$ cat config.mk
export PLATFORM = sky130hd
export DESIGN_NAME = id_pipe_flat
export DESIGN_NICKNAME = d
export VERILOG_FILES = /design/src/rtl/id_pipe_if.sv /design/src/rtl/id_pipe.sv /design/src/flat_wrapper.sv
export SDC_FILE = /design/constraint.sdc
export NUM_CORES = 1
export LEC_CHECK = 0
export BUFFER_PORTS_ARGS = -buffer_cell sky130_fd_sc_hd__buf_2
export CORE_AREA = 2 2 148 150
export DETAILED_ROUTE_END_ITERATION = 10
export DIE_AREA = 0 0 150 152
export PLACE_DENSITY = 0.73
export SYNTH_ARGS = -nofsm -noshare
export SYNTH_HDL_FRONTEND = slang
export SYNTH_SLANG_ARGS = --single-unit
$ cat constraint.sdc
create_clock -name clk -period 4.1 [get_ports clk]
set_input_delay 0.205 -clock clk [delete_from_list [all_inputs] [get_ports clk]]
set_output_delay 0.205 -clock clk [all_outputs]
set_load 0.1 [all_outputs]
$ cat src/rtl/id_pipe_if.sv
// id_pipe_if: upstream instruction handshake and registered decode results of the decode stage.
interface id_pipe_if #(
  parameter int DATA_W = 32,
  parameter int REG_AW = 5,
  parameter int INST_W = 64
);
  logic              in_valid;
  logic              in_ready;
  logic [INST_W-1:0] inst_i;
  logic [31:0]       pc_i;
  logic              out_valid;
  logic              out_ready;
  logic [7:0]        aluop_o;
  logic [2:0]        alusel_o;
  logic [DATA_W-1:0] reg1_o;
  logic [DATA_W-1:0] reg2_o;
  logic [REG_AW-1:0] wd_o;
  logic              wreg_o;
  logic              illegal_o;
  logic [31:0]       pc_o;
  modport master (
    output in_valid, inst_i, pc_i, out_ready,
    input  in_ready, out_valid, aluop_o, alusel_o, reg1_o, reg2_o, wd_o, wreg_o, illegal_o, pc_o
  );
  modport slave (
    input  in_valid, inst_i, pc_i, out_ready,
    output in_ready, out_valid, aluop_o, alusel_o, reg1_o, reg2_o, wd_o, wreg_o, illegal_o, pc_o
  );
endinterface

$ cat src/rtl/id_pipe.sv
// id_pipe: instruction decode stage with operand forwarding, load-use stall and a one-deep output register.
module id_pipe #(
  parameter int DATA_W = 32,
  parameter int REG_AW = 5,
  parameter int INST_W = 64,
  parameter int NFWD   = 2,
  parameter int CNT_W  = 16
) (
  input  logic                     clk,
  input  logic                     rst,
  id_pipe_if.slave                 bus,
  output logic                     reg1_read_o,
  output logic                     reg2_read_o,
  output logic [REG_AW-1:0]        reg1_addr_o,
  output logic [REG_AW-1:0]        reg2_addr_o,
  input  logic [DATA_W-1:0]        reg1_data_i,
  input  logic [DATA_W-1:0]        reg2_data_i,
  input  logic [NFWD-1:0]          fwd_wreg_i,
  input  logic [NFWD*REG_AW-1:0]   fwd_wd_i,
  input  logic [NFWD*DATA_W-1:0]   fwd_wdata_i,
  input  logic                     ex_is_load_i,
  input  logic                     flush_i,
  output logic [CNT_W-1:0]         hazard_cnt_o
);
  localparam logic [3:0] MEM_SREG      = 4'h1;
  localparam logic [3:0] MEM_DREG      = 4'h2;
  localparam logic [7:0] EXE_NOP_OP    = 8'h00;
  localparam logic [7:0] EXE_AND_OP    = 8'h24;
  localparam logic [7:0] EXE_OR_OP     = 8'h25;
  localparam logic [7:0] EXE_XOR_OP    = 8'h26;
  localparam logic [7:0] EXE_NOT_OP    = 8'h27;
  localparam logic [7:0] EXE_SHL_OP    = 8'h7c;
  localparam logic [7:0] EXE_SHR_OP    = 8'h02;
  localparam logic [7:0] EXE_SAR_OP    = 8'h03;
  localparam logic [2:0] EXE_RES_NOP   = 3'b000;
  localparam logic [2:0] EXE_RES_LOGIC = 3'b001;
  localparam logic [2:0] EXE_RES_SHIFT = 3'b010;
  localparam logic [REG_AW-1:0] NOP_REG_ADDR = '0;

  logic [3:0]        mem;
  logic [7:0]        op;
  logic [REG_AW-1:0] wd, rs1, rs2, fwd0_wd;
  logic              is_sreg, is_logic, is_shift, is_not, legal, hazard, xfer;
  logic [DATA_W-1:0] imm1, imm2, op1, op2;

  assign mem      = bus.inst_i[63:60];
  assign op       = bus.inst_i[59:52];
  assign wd       = REG_AW'(bus.inst_i[51:47]);
  assign rs1      = REG_AW'(bus.inst_i[46:42]);
  assign rs2      = REG_AW'(bus.inst_i[41:37]);
  assign is_sreg  = mem == MEM_SREG;
  assign is_not   = op == EXE_NOT_OP;
  assign is_logic = op == EXE_OR_OP || op == EXE_AND_OP || op == EXE_XOR_OP || is_not;
  assign is_shift = op == EXE_SHL_OP || op == EXE_SHR_OP || op == EXE_SAR_OP;
  assign legal    = (is_sreg || mem == MEM_DREG) && (is_logic || is_shift);

  assign reg1_read_o = legal && !(is_sreg && is_not);
  assign reg2_read_o = legal && !is_sreg && !is_not;
  assign reg1_addr_o = rs1;
  assign reg2_addr_o = rs2;
  assign imm1 = (legal && is_sreg && is_not) ? DATA_W'(bus.inst_i[46:16]) : '0;
  assign imm2 = !(legal && is_sreg) ? '0 :
                op == EXE_SAR_OP ? DATA_W'(bus.inst_i[41:37]) : DATA_W'(bus.inst_i[41:10]);

  // Walk sources from lowest priority upward so index 0 (EX) overwrites last.
  always_comb begin
    op1 = reg1_data_i;
    op2 = reg2_data_i;
    for (int i = NFWD - 1; i >= 0; i--) begin
      if (fwd_wreg_i[i] && fwd_wd_i[i*REG_AW +: REG_AW] == rs1) op1 = fwd_wdata_i[i*DATA_W +: DATA_W];
      if (fwd_wreg_i[i] && fwd_wd_i[i*REG_AW +: REG_AW] == rs2) op2 = fwd_wdata_i[i*DATA_W +: DATA_W];
    end
    op1 = reg1_read_o ? op1 : imm1;
    op2 = reg2_read_o ? op2 : imm2;
  end

  assign fwd0_wd = fwd_wd_i[REG_AW-1:0];
  assign hazard  = bus.in_valid && ex_is_load_i && fwd_wreg_i[0] &&
                   ((reg1_read_o && fwd0_wd == rs1) || (reg2_read_o && fwd0_wd == rs2));
  assign bus.in_ready = rst && !hazard && (!bus.out_valid || bus.out_ready) && !flush_i;
  assign xfer = bus.in_valid && bus.in_ready;

  always_ff @(posedge clk or negedge rst) begin
    if (!rst) begin
      bus.out_valid <= 1'b0;
      bus.aluop_o   <= EXE_NOP_OP;
      bus.alusel_o  <= EXE_RES_NOP;
      bus.reg1_o    <= '0;
      bus.reg2_o    <= '0;
      bus.wd_o      <= NOP_REG_ADDR;
      bus.wreg_o    <= 1'b0;
      bus.illegal_o <= 1'b0;
      bus.pc_o      <= '0;
      hazard_cnt_o  <= '0;
    end else begin
      bus.out_valid <= xfer || (bus.out_valid && !bus.out_ready && !flush_i);
      if (hazard && !(&hazard_cnt_o)) hazard_cnt_o <= hazard_cnt_o + CNT_W'(1);
      if (xfer) begin
        bus.aluop_o   <= legal ? op : EXE_NOP_OP;
        bus.alusel_o  <= !legal ? EXE_RES_NOP : is_logic ? EXE_RES_LOGIC : EXE_RES_SHIFT;
        bus.reg1_o    <= op1;
        bus.reg2_o    <= op2;
        bus.wd_o      <= wd;
        bus.wreg_o    <= legal;
        bus.illegal_o <= !legal;
        bus.pc_o      <= bus.pc_i;
      end
    end
  end
endmodule
$ cat src/flat_wrapper.sv
// flat-port wrapper written by rule: the top's interface ports become plain ports
module id_pipe_flat 
#(
  parameter int DATA_W = 32,
  parameter int REG_AW = 5,
  parameter int INST_W = 64,
  parameter int NFWD   = 2,
  parameter int CNT_W  = 16
)
  (clk, rst, reg1_read_o, reg2_read_o, reg1_addr_o, reg2_addr_o, reg1_data_i, reg2_data_i, fwd_wreg_i, fwd_wd_i, fwd_wdata_i, ex_is_load_i, flush_i, hazard_cnt_o, bus_in_valid, bus_inst_i, bus_pc_i, bus_out_ready, bus_in_ready, bus_out_valid, bus_aluop_o, bus_alusel_o, bus_reg1_o, bus_reg2_o, bus_wd_o, bus_wreg_o, bus_illegal_o, bus_pc_o);
  id_pipe_if #(.DATA_W(DATA_W), .REG_AW(REG_AW), .INST_W(INST_W)) bus_i ();
  input  logic clk;
  input  logic rst;
  output logic reg1_read_o;
  output logic reg2_read_o;
  output logic [REG_AW-1:0] reg1_addr_o;
  output logic [REG_AW-1:0] reg2_addr_o;
  input  logic [DATA_W-1:0] reg1_data_i;
  input  logic [DATA_W-1:0] reg2_data_i;
  input  logic [NFWD-1:0] fwd_wreg_i;
  input  logic [NFWD*REG_AW-1:0] fwd_wd_i;
  input  logic [NFWD*DATA_W-1:0] fwd_wdata_i;
  input  logic ex_is_load_i;
  input  logic flush_i;
  output logic [CNT_W-1:0] hazard_cnt_o;
  input wire logic [$bits(bus_i.in_valid)-1:0] bus_in_valid;
  input wire logic [$bits(bus_i.inst_i)-1:0] bus_inst_i;
  input wire logic [$bits(bus_i.pc_i)-1:0] bus_pc_i;
  input wire logic [$bits(bus_i.out_ready)-1:0] bus_out_ready;
  output wire logic [$bits(bus_i.in_ready)-1:0] bus_in_ready;
  output wire logic [$bits(bus_i.out_valid)-1:0] bus_out_valid;
  output wire logic [$bits(bus_i.aluop_o)-1:0] bus_aluop_o;
  output wire logic [$bits(bus_i.alusel_o)-1:0] bus_alusel_o;
  output wire logic [$bits(bus_i.reg1_o)-1:0] bus_reg1_o;
  output wire logic [$bits(bus_i.reg2_o)-1:0] bus_reg2_o;
  output wire logic [$bits(bus_i.wd_o)-1:0] bus_wd_o;
  output wire logic [$bits(bus_i.wreg_o)-1:0] bus_wreg_o;
  output wire logic [$bits(bus_i.illegal_o)-1:0] bus_illegal_o;
  output wire logic [$bits(bus_i.pc_o)-1:0] bus_pc_o;
  assign bus_i.in_valid = bus_in_valid;
  assign bus_i.inst_i = bus_inst_i;
  assign bus_i.pc_i = bus_pc_i;
  assign bus_i.out_ready = bus_out_ready;
  assign bus_in_ready = bus_i.in_ready;
  assign bus_out_valid = bus_i.out_valid;
  assign bus_aluop_o = bus_i.aluop_o;
  assign bus_alusel_o = bus_i.alusel_o;
  assign bus_reg1_o = bus_i.reg1_o;
  assign bus_reg2_o = bus_i.reg2_o;
  assign bus_wd_o = bus_i.wd_o;
  assign bus_wreg_o = bus_i.wreg_o;
  assign bus_illegal_o = bus_i.illegal_o;
  assign bus_pc_o = bus_i.pc_o;
  id_pipe #(.DATA_W(DATA_W), .REG_AW(REG_AW), .INST_W(INST_W), .NFWD(NFWD), .CNT_W(CNT_W)) u_core (.clk(clk), .rst(rst), .bus(bus_i), .reg1_read_o(reg1_read_o), .reg2_read_o(reg2_read_o), .reg1_addr_o(reg1_addr_o), .reg2_addr_o(reg2_addr_o), .reg1_data_i(reg1_data_i), .reg2_data_i(reg2_data_i), .fwd_wreg_i(fwd_wreg_i), .fwd_wd_i(fwd_wd_i), .fwd_wdata_i(fwd_wdata_i), .ex_is_load_i(ex_is_load_i), .flush_i(flush_i), .hazard_cnt_o(hazard_cnt_o));
endmodule
==> metrics.yaml, run 1 <==
status: "finished clean"
globalRoute.totalOverflow: 0
grt_use_met1: 0.345
io_buffers: 374
rows: 54
tightest_slew_ps: 1030
fin_cells: 1467
grt_start_max_net_pins: 61
drtIter0Drc: 797
leakage_nw: 4.91
syn2layout_area_growth_pct: 34.8
tns_ps: 0
core_area_um2: 21400
clk_latency_ps: 420
grt_pass1_wl_um: 48500
syn_area_per_cell_um2: 9.30
routedWlPerCell_um: 22.4
yosysWarnings: 0
use_met2: 0.460
grt_util_met3: 0.0865
worst_ep_required_time_ps: 3890
ctsHoldBuffers: 2
grt_pass1_vias: 8111
cp.arrival_ps: 3150
max_freq_mhz: 298
r2r_slack_ps: 1540
clockRootBuffer: "clkbuf_16"
postSynthCellCount: 835
maxCapViolations: 0
power_density_nw_per_um2: 476
ir_worst_vdd_mv: 0.231
drc: 0
clkSlewWorstSetupHoldPaths_ps: 60
synthTopCellsByArea: "dfrtp_1 42%, mux2_2 8.3%, nand2_1 6.4%"
rsz0062_at_grt: "false"
numCtsBuffers: 17
synth_area_um2: 7770
dp.final_hpwl_um: 23700
drtPass1Iterations: 5
routed_wl_um: 32800
die_area_um2: 22800
cts_tree: "yes"
vias_per_cell: 5.70
timing_max_transition_violations_final: 0
initial_utilization: 0.364
fillCellCount: 1998
synth_enable_flop_cells: 0
synth-async-reset-ratio: 1.00
drive_above_1_share: 0.424
finalPower_mw: 4.98
clock_sinks: 130
postCtsSetupBuffers: 0
synth_ff_type: "dfrtp_1"
finalSetupViolCount: 0
synth_nets: 1078
dr_total_vias: 8362
grt.total_usage: 0.282
cts_buffer_depth: 2
end_kind: "primary output"
grt_busiest_layer: "met2"
ys_seq_area_frac: 0.419
placed_cells: 1431
synth_top_area_share: 0.419
min_path_type: "in -> reg"
fin_nets: 1415
worst-path-max-fanout: 15
relSlewSlack: 0.311
routabilityCongestion: 0.886
die_h_um: 152
h-tree-depth: 4
drtAntennaViolNets: 0
yosysTopAreaCell: "dfrtp_1"
synth_cell_types: 62
period_needed_ps: 3360
io_pins: 386
startpoint_type: "input port"
die_w_um: 150
finalHoldViolCount: 0
fin_crit_sh: 0.818
crit_type: "in -> out"
clock_skew_ps: 19.5
antenna_found_initial: 5
cts_resized: 0
ys_ff_latch: 130
-- path summary, 6_finish.rpt --
| check | start | endpoint | depth (start not counted) |
|---|---|---|---|
| max in group asynchronous | rst | u_core.bus.reg2_o[12] | 4 |
| min in group asynchronous | rst | u_core.bus.reg1_o[28] | 2 |
| worst min register to register | u_core.hazard_cnt_o[10] | u_core.hazard_cnt_o[10] | 1 |
| worst min-delay path | bus_pc_i[1] | u_core.bus.pc_o[1] | 2 |
| worst max register to register | u_core.bus.out_valid | u_core.bus.aluop_o[5] | 6 |
| worst max-delay path | bus_inst_i[55] | reg2_read_o | 8 |
-- logic make-up after synthesis --
kind of cell    count (synthesis)  synth area share
simple gates                  280             0.179
compound gates                239             0.216
xor+xnor                       35            0.0395
buf+inv                        84            0.0504
flops                         130             0.419
fa+ha+maj                       1           0.00161
mux                            65            0.0934
other cells                     1          0.000483
-- synth_stat cells (2+ instances only) --
cell type / instances
nand4_1: 5
buf_2: 16
and3_1: 3
mux2_2: 57
o31ai_1: 3
nand2_1: 133
a32oi_1: 8
or3_1: 3
o21ai_0: 35
a311o_1: 31
and2_1: 5
a211oi_1: 11
a211o_1: 8
xor2_1: 31
a22o_1: 2
inv_1: 2
a21oi_1: 45
xnor2_1: 4
buf_4: 13
dfrtp_1: 130
nand3_1: 11
nor2_1: 37
nor4_1: 6
o211ai_1: 7
a31oi_1: 44
o221ai_1: 6
mux2_1: 3
clkbuf_1: 52
o32ai_1: 5
o21ai_1: 4
nor3_1: 10
nor3b_1: 16
nand3b_1: 16
o31a_1: 4
nand2b_1: 20
a21boi_0: 19
mux2i_1: 5
-- worst max-delay path: stages --
cell and delay, ps:
buf_2 120, nor4_1 580, nand3_1 330, and2_4 280, or3_1 360, buf_4 220
inv_1 510, buf_2 540
-- sequential cells by signal, indices dropped and copies added (netlist names) --
signal and flops:
u_core.bus.out_valid 1, u_core.bus.illegal_o 1, u_core.hazard_cnt_o 16, u_core.bus.alusel_o 2, u_core.bus.reg1_o 32, u_core.bus.wreg_o 1, u_core.bus.aluop_o 8, u_core.bus.reg2_o 32
u_core.bus.pc_o 32, u_core.bus.wd_o 5
-- where the power goes --
group / total (mW) / switching, mW / internal (mW)
registers: 1.51 / 0.0789 / 1.44
clock network: 1.59 / 0.656 / 0.932
logic: 1.88 / 1.54 / 0.344
total: 4.98 / 2.27 / 2.71
-- layout make-up --
| type | count | area, um^2 | share of cell area |
|---|---|---|---|
| Antenna cell | 2 | 5.00 | 0.000478 |
| Multi-Input combinational cell | 621 | 4150 | 0.397 |
| Tap cell | 280 | 350 | 0.0335 |
| Clock buffer | 18 | 439 | 0.0420 |
| Clock inverter | 14 | 166 | 0.0159 |
| Timing Repair Buffer | 400 | 2090 | 0.200 |
| Sequential cell | 130 | 3250 | 0.311 |
| Inverter | 2 | 7.51 | 0.000717 |
-- cells in the final DEF, fill, tap and decap left out, types with 9 or more instances in the layout --
cell type	n
buf_2	373
nand2_1	133
dfrtp_1	130
mux2_2	57
a21oi_1	45
a31oi_1	44
nor2_1	37
o21ai_0	35
xor2_1	31
a311o_1	31
buf_4	23
nand2b_1	20
a21boi_0	19
clkbuf_16	17
nand3b_1	16
nor3b_1	16
a211oi_1	11
nand3_1	10
nor3_1	9
-- routing by layer --
layer	part of all wire	vias to the layer above
li1	-	3726
met1	0.37	3922
met2	0.47	614
met3	0.12	96
met4	0.039	4
met5	0.0010	-
-- metrics by stage --
| stage | worst slack (ps) | instance area (um^2) | hold slack (ps) | utilization |
|---|---|---|---|---|
| after floorplan | 1310 | 7770 | -90.6 | - |
| after global placement | 894 | 9840 | 96.7 | 0.461 |
| after detailed placement | 841 | 9840 | 99.6 | 0.461 |
| after CTS | 843 | 10500 | 1.94 | 0.490 |
| after global routing | 677 | 10500 | 7.26 | 0.490 |
| final | 745 | 10500 | 12.6 | 0.490 |
(Power assumes the default switching activity.)
==> inputs of run 2 (changes only) <==
ABC_AREA = 1   (was unset)
CORE_AREA = 2 2 149 151   (was 2 2 148 150)
DIE_AREA = 0 0 151 153   (was 0 0 150 152)
PLACE_DENSITY = 0.81   (was 0.73)
clock period = 2.9 ns   (was 4.1 ns; I/O delays follow)
==> run 2 against run 1 <==
- first-iteration DRC count increased by 55%
- clock skew decreased by 9.3 ps
- utilization rose by 5.8 points
- final area rose by 13%
- total power is 17% higher
- critical path type is now in -> reg
- flip-flop and latch count unchanged
- hold slack worse by 0.74 ps
- global-route usage rose by 3.9 points
- wire length is 16% higher
- sequential power grew 30%
- final cell count is 38% higher
- setup slack got worse by 52 ps
==> metrics.yaml, run 2 <==
routed_wl_um: 38100  # +16%
initial_utilization: 0.409  # +0.0456
maxCapViolations: 0  # unchanged
hold-path-endpoint: "u_core.bus.pc_o[11]"
grt.total_usage: 0.320  # +0.0387
dp.final_hpwl_um: 26600  # +13%
startpoint_type: "input port"
reg2reg_to: "u_core.bus.out_valid"
finalPower_mw: 5.85  # +17%
crit_path_max_incr_delay_ps: 560  # -20 ps
final_common_cell: "nand2_1"
crit_type: "in -> reg"
vias_per_cell: 5.49  # -3.7%
synth_xor_area_frac: 0.0169  # -0.0225
synth_top_cells_by_count: "540 x nand2_1, 201 x nand3_1, 130 x dfrtp_1, 128 x nand4_1, 89 x nor2_1"
synthSimpleGateAreaFrac: 0.496  # +0.317
yosysTopAreaCell: "dfrtp_1"
synth_ff_type: "dfrtp_1"
max_freq_mhz: 453
ir_worst_vdd_mv: 0.250  # +8.2%
power_density_nw_per_um2: 496  # +4.2%
relSlewSlack: 0.380  # +0.0697
synth_area_um2: 8790  # +13%
end_kind: "register"
die_w_um: 151  # +0.67%
postCtsSetupBuffers: 0  # unchanged
synth_nets: 1607  # +49%
die_area_um2: 23100  # +1.3%
grt_start_max_net_pins: 71  # +16%
ys_seq_area_frac: 0.370  # -0.0490
status: "finished clean"
cp_slowest_cell: "dlygate4sd3_1"
cts_buffer_depth: 2  # unchanged
cp.arrival_ps: 2510  # -640 ps
min_path_type: "in -> reg"
synth_fa_ha_area_frac: 0.00142  # -0.000188
h-tree-depth: 4  # unchanged
worst_ep_required_time_ps: 3200  # -690 ps
antenna_found_initial: 21  # +16
fillCellCount: 2084  # +4.3%
fin_nets: 1955  # +38%
crit_chain: "buf_2 > inv_1 > nand2_1 > nand2_1 > nor2_2 > nand2_1 > nor2_4 > nand4_1 > nand2_1 > nand2_1 > nand3_4 > buf_12 > o31ai_1 > dlygate4sd3_1"
rsz0062_at_grt: "false"
clock_skew_ps: 10.2  # -9.27 ps
finalHoldViolCount: 0  # unchanged
clock_sinks: 130  # unchanged
multi_input_area_um2: 4720  # +14%
synth_most_common_cell: "nand2_1"
synth-async-reset-ratio: 1.00  # unchanged
tns_ps: 0  # unchanged
fin_crit_sh: 0.761
io_pins: 386  # unchanged
grt_pass1_wl_um: 56500  # +17%
synth_top_family_by_area: "simple AND/OR/NAND/NOR gates"
clk_latency_ps: 420  # about the same
synth_enable_flop_cells: 0  # unchanged
crit_top_cell: "nand2_1"
dr_total_vias: 11100  # +33%
crit_buf_inv: 4  # unchanged
crit_start: "bus_inst_i[37]"
synth_cell_types: 29  # -53%
globalRoute.totalOverflow: 0  # unchanged
yosysWarnings: 0  # unchanged
hold_start: "bus_pc_i[11]"
routedWlPerCell_um: 18.8  # -16%
drc: 0  # unchanged
core_area_um2: 21500  # +0.63%
synth_compound_area_frac: 0.0161  # -0.200
ys_ff_latch: 130  # unchanged
drive_above_1_share: 0.276  # -0.148
rows: 54  # unchanged
final_cell_mix: "539 x nand2_1, 370 x buf_2, 201 x nand3_1"
drtAntennaViolNets: 0  # unchanged
seq_area_um2: 3250  # unchanged
die_h_um: 153  # +0.66%
routabilityCongestion: 0.937  # +5.8%
hold_path_depth: 3  # +1
r2r_slack_ps: 820  # -720 ps
finalSetupViolCount: 0  # unchanged
rr_startpoint: "u_core.bus.out_valid"
worst-path-max-fanout: 41  # +26
synth_mux_area_frac: 0  # -0.0934
cts_tree: "yes"
synth_top_area_share: 0.370  # -0.0490
syn2layout_area_growth_pct: 34.0
leakage_nw: 6.98  # +42%
syn_area_per_cell_um2: 6.45  # -31%
clkSlewWorstSetupHoldPaths_ps: 70  # about the same
clockRootBuffer: "clkbuf_16"
cts_resized: 0  # unchanged
numCtsBuffers: 17  # unchanged
io_buffers: 374  # unchanged
rr_worst_depth: 7  # +1
postSynthCellCount: 1364  # +63%
critical-path-top-delay-family: "simple AND/OR/NAND/NOR gates"
drtPass1Iterations: 6  # +1
drtIter0Drc: 1232  # +55%
period_needed_ps: 2210
timing_max_transition_violations_final: 0  # unchanged
top_regs: "u_core.bus.pc_o (32), u_core.bus.reg1_o (32), u_core.bus.reg2_o (32)"
synthTopCellsByArea: "dfrtp_1 37%, nand2_1 23%, nand3_1 11%"
tightest_slew_ps: 929  # -105 ps
grt_pass1_vias: 10200  # +26%
==> run 2: area by class of cell <==
type | count | share of cell area
antenna | 16 | 0.00340
clock buffer | 17 | 0.0361
clock inverter | 15 | 0.0139
inverter | 92 | 0.0293
multi-input combinational | 1035 | 0.400
sequential | 130 | 0.276
tap | 280 | 0.0297
timing repair buffer | 436 | 0.211
==> run 2: worst register-to-register path, cell delays in order (launching register included) <==
cell,delay (ps)
dfrtp_1,370
inv_1,80
nor2_1,50
nor3_2,250
nand3_4,320
buf_12,300
o31ai_1,80
dlygate4sd3_1,570
==> run 2: worst max path at each step <==
stage	end	slack, ps	cells past startpoint
finish	u_core.bus.out_valid	690	14
global route	u_core.bus.out_valid	510	14
CTS	u_core.bus.out_valid	700	14
detailed placement	u_core.bus.reg2_o[29]	680	13
global placement	u_core.bus.reg2_o[18]	720	13
floorplan	u_core.bus.reg1_o[28]	120	8
==> run 2: repair_timing <==
action                                 4_1_cts  5_1_grt
hold buffers                                31        0
setup endpoints to repair                    0        0
endpoints found under the hold margin       91        0
==> run 2: report_power, final <==
| part | leakage [nW] | switching [mW] | internal [mW] | total [mW] |
|---|---|---|---|---|
| registers | 1.76 | 0.0544 | 1.91 | 1.97 |
| logic | 4.94 | 1.34 | 0.352 | 1.70 |
| clock network | 0.281 | 0.966 | 1.22 | 2.19 |
==> run 2: routing by layer <==
metal / global-route usage / wire length [um] / vias up
li1: - / - / 5148
met1: 0.381 / 13900 / 5062
met2: 0.524 / 17700 / 738
met3: 0.104 / 4640 / 135
met4: 0.148 / 1760 / 12
met5: 0 / 79 / -
==> run 2: cells by family after synthesis <==
group	after synthesis
buffers and inverters	199
XOR/XNOR	17
adder cells (fa/ha/maj)	1
flip-flops	130
other	1
AO/OA/AOI/OAI	27
AND/OR/NAND/NOR	989
==> run 2: per-stage QoR <==
stage | setup WS, ps | hold WS [ps] | area, um^2 | cells | utilization
finish | 693 | 11.9 | 11800 | 2021 | 0.549
global route | 506 | 12.6 | 11800 | 2016 | 0.548
CTS | 703 | 0.720 | 11700 | 2005 | 0.547
detailed placement | 685 | 344 | 10800 | 1942 | 0.505
global placement | 715 | 342 | 10800 | 1942 | 0.505
floorplan | 118 | -151 | 8790 | 1364 | -
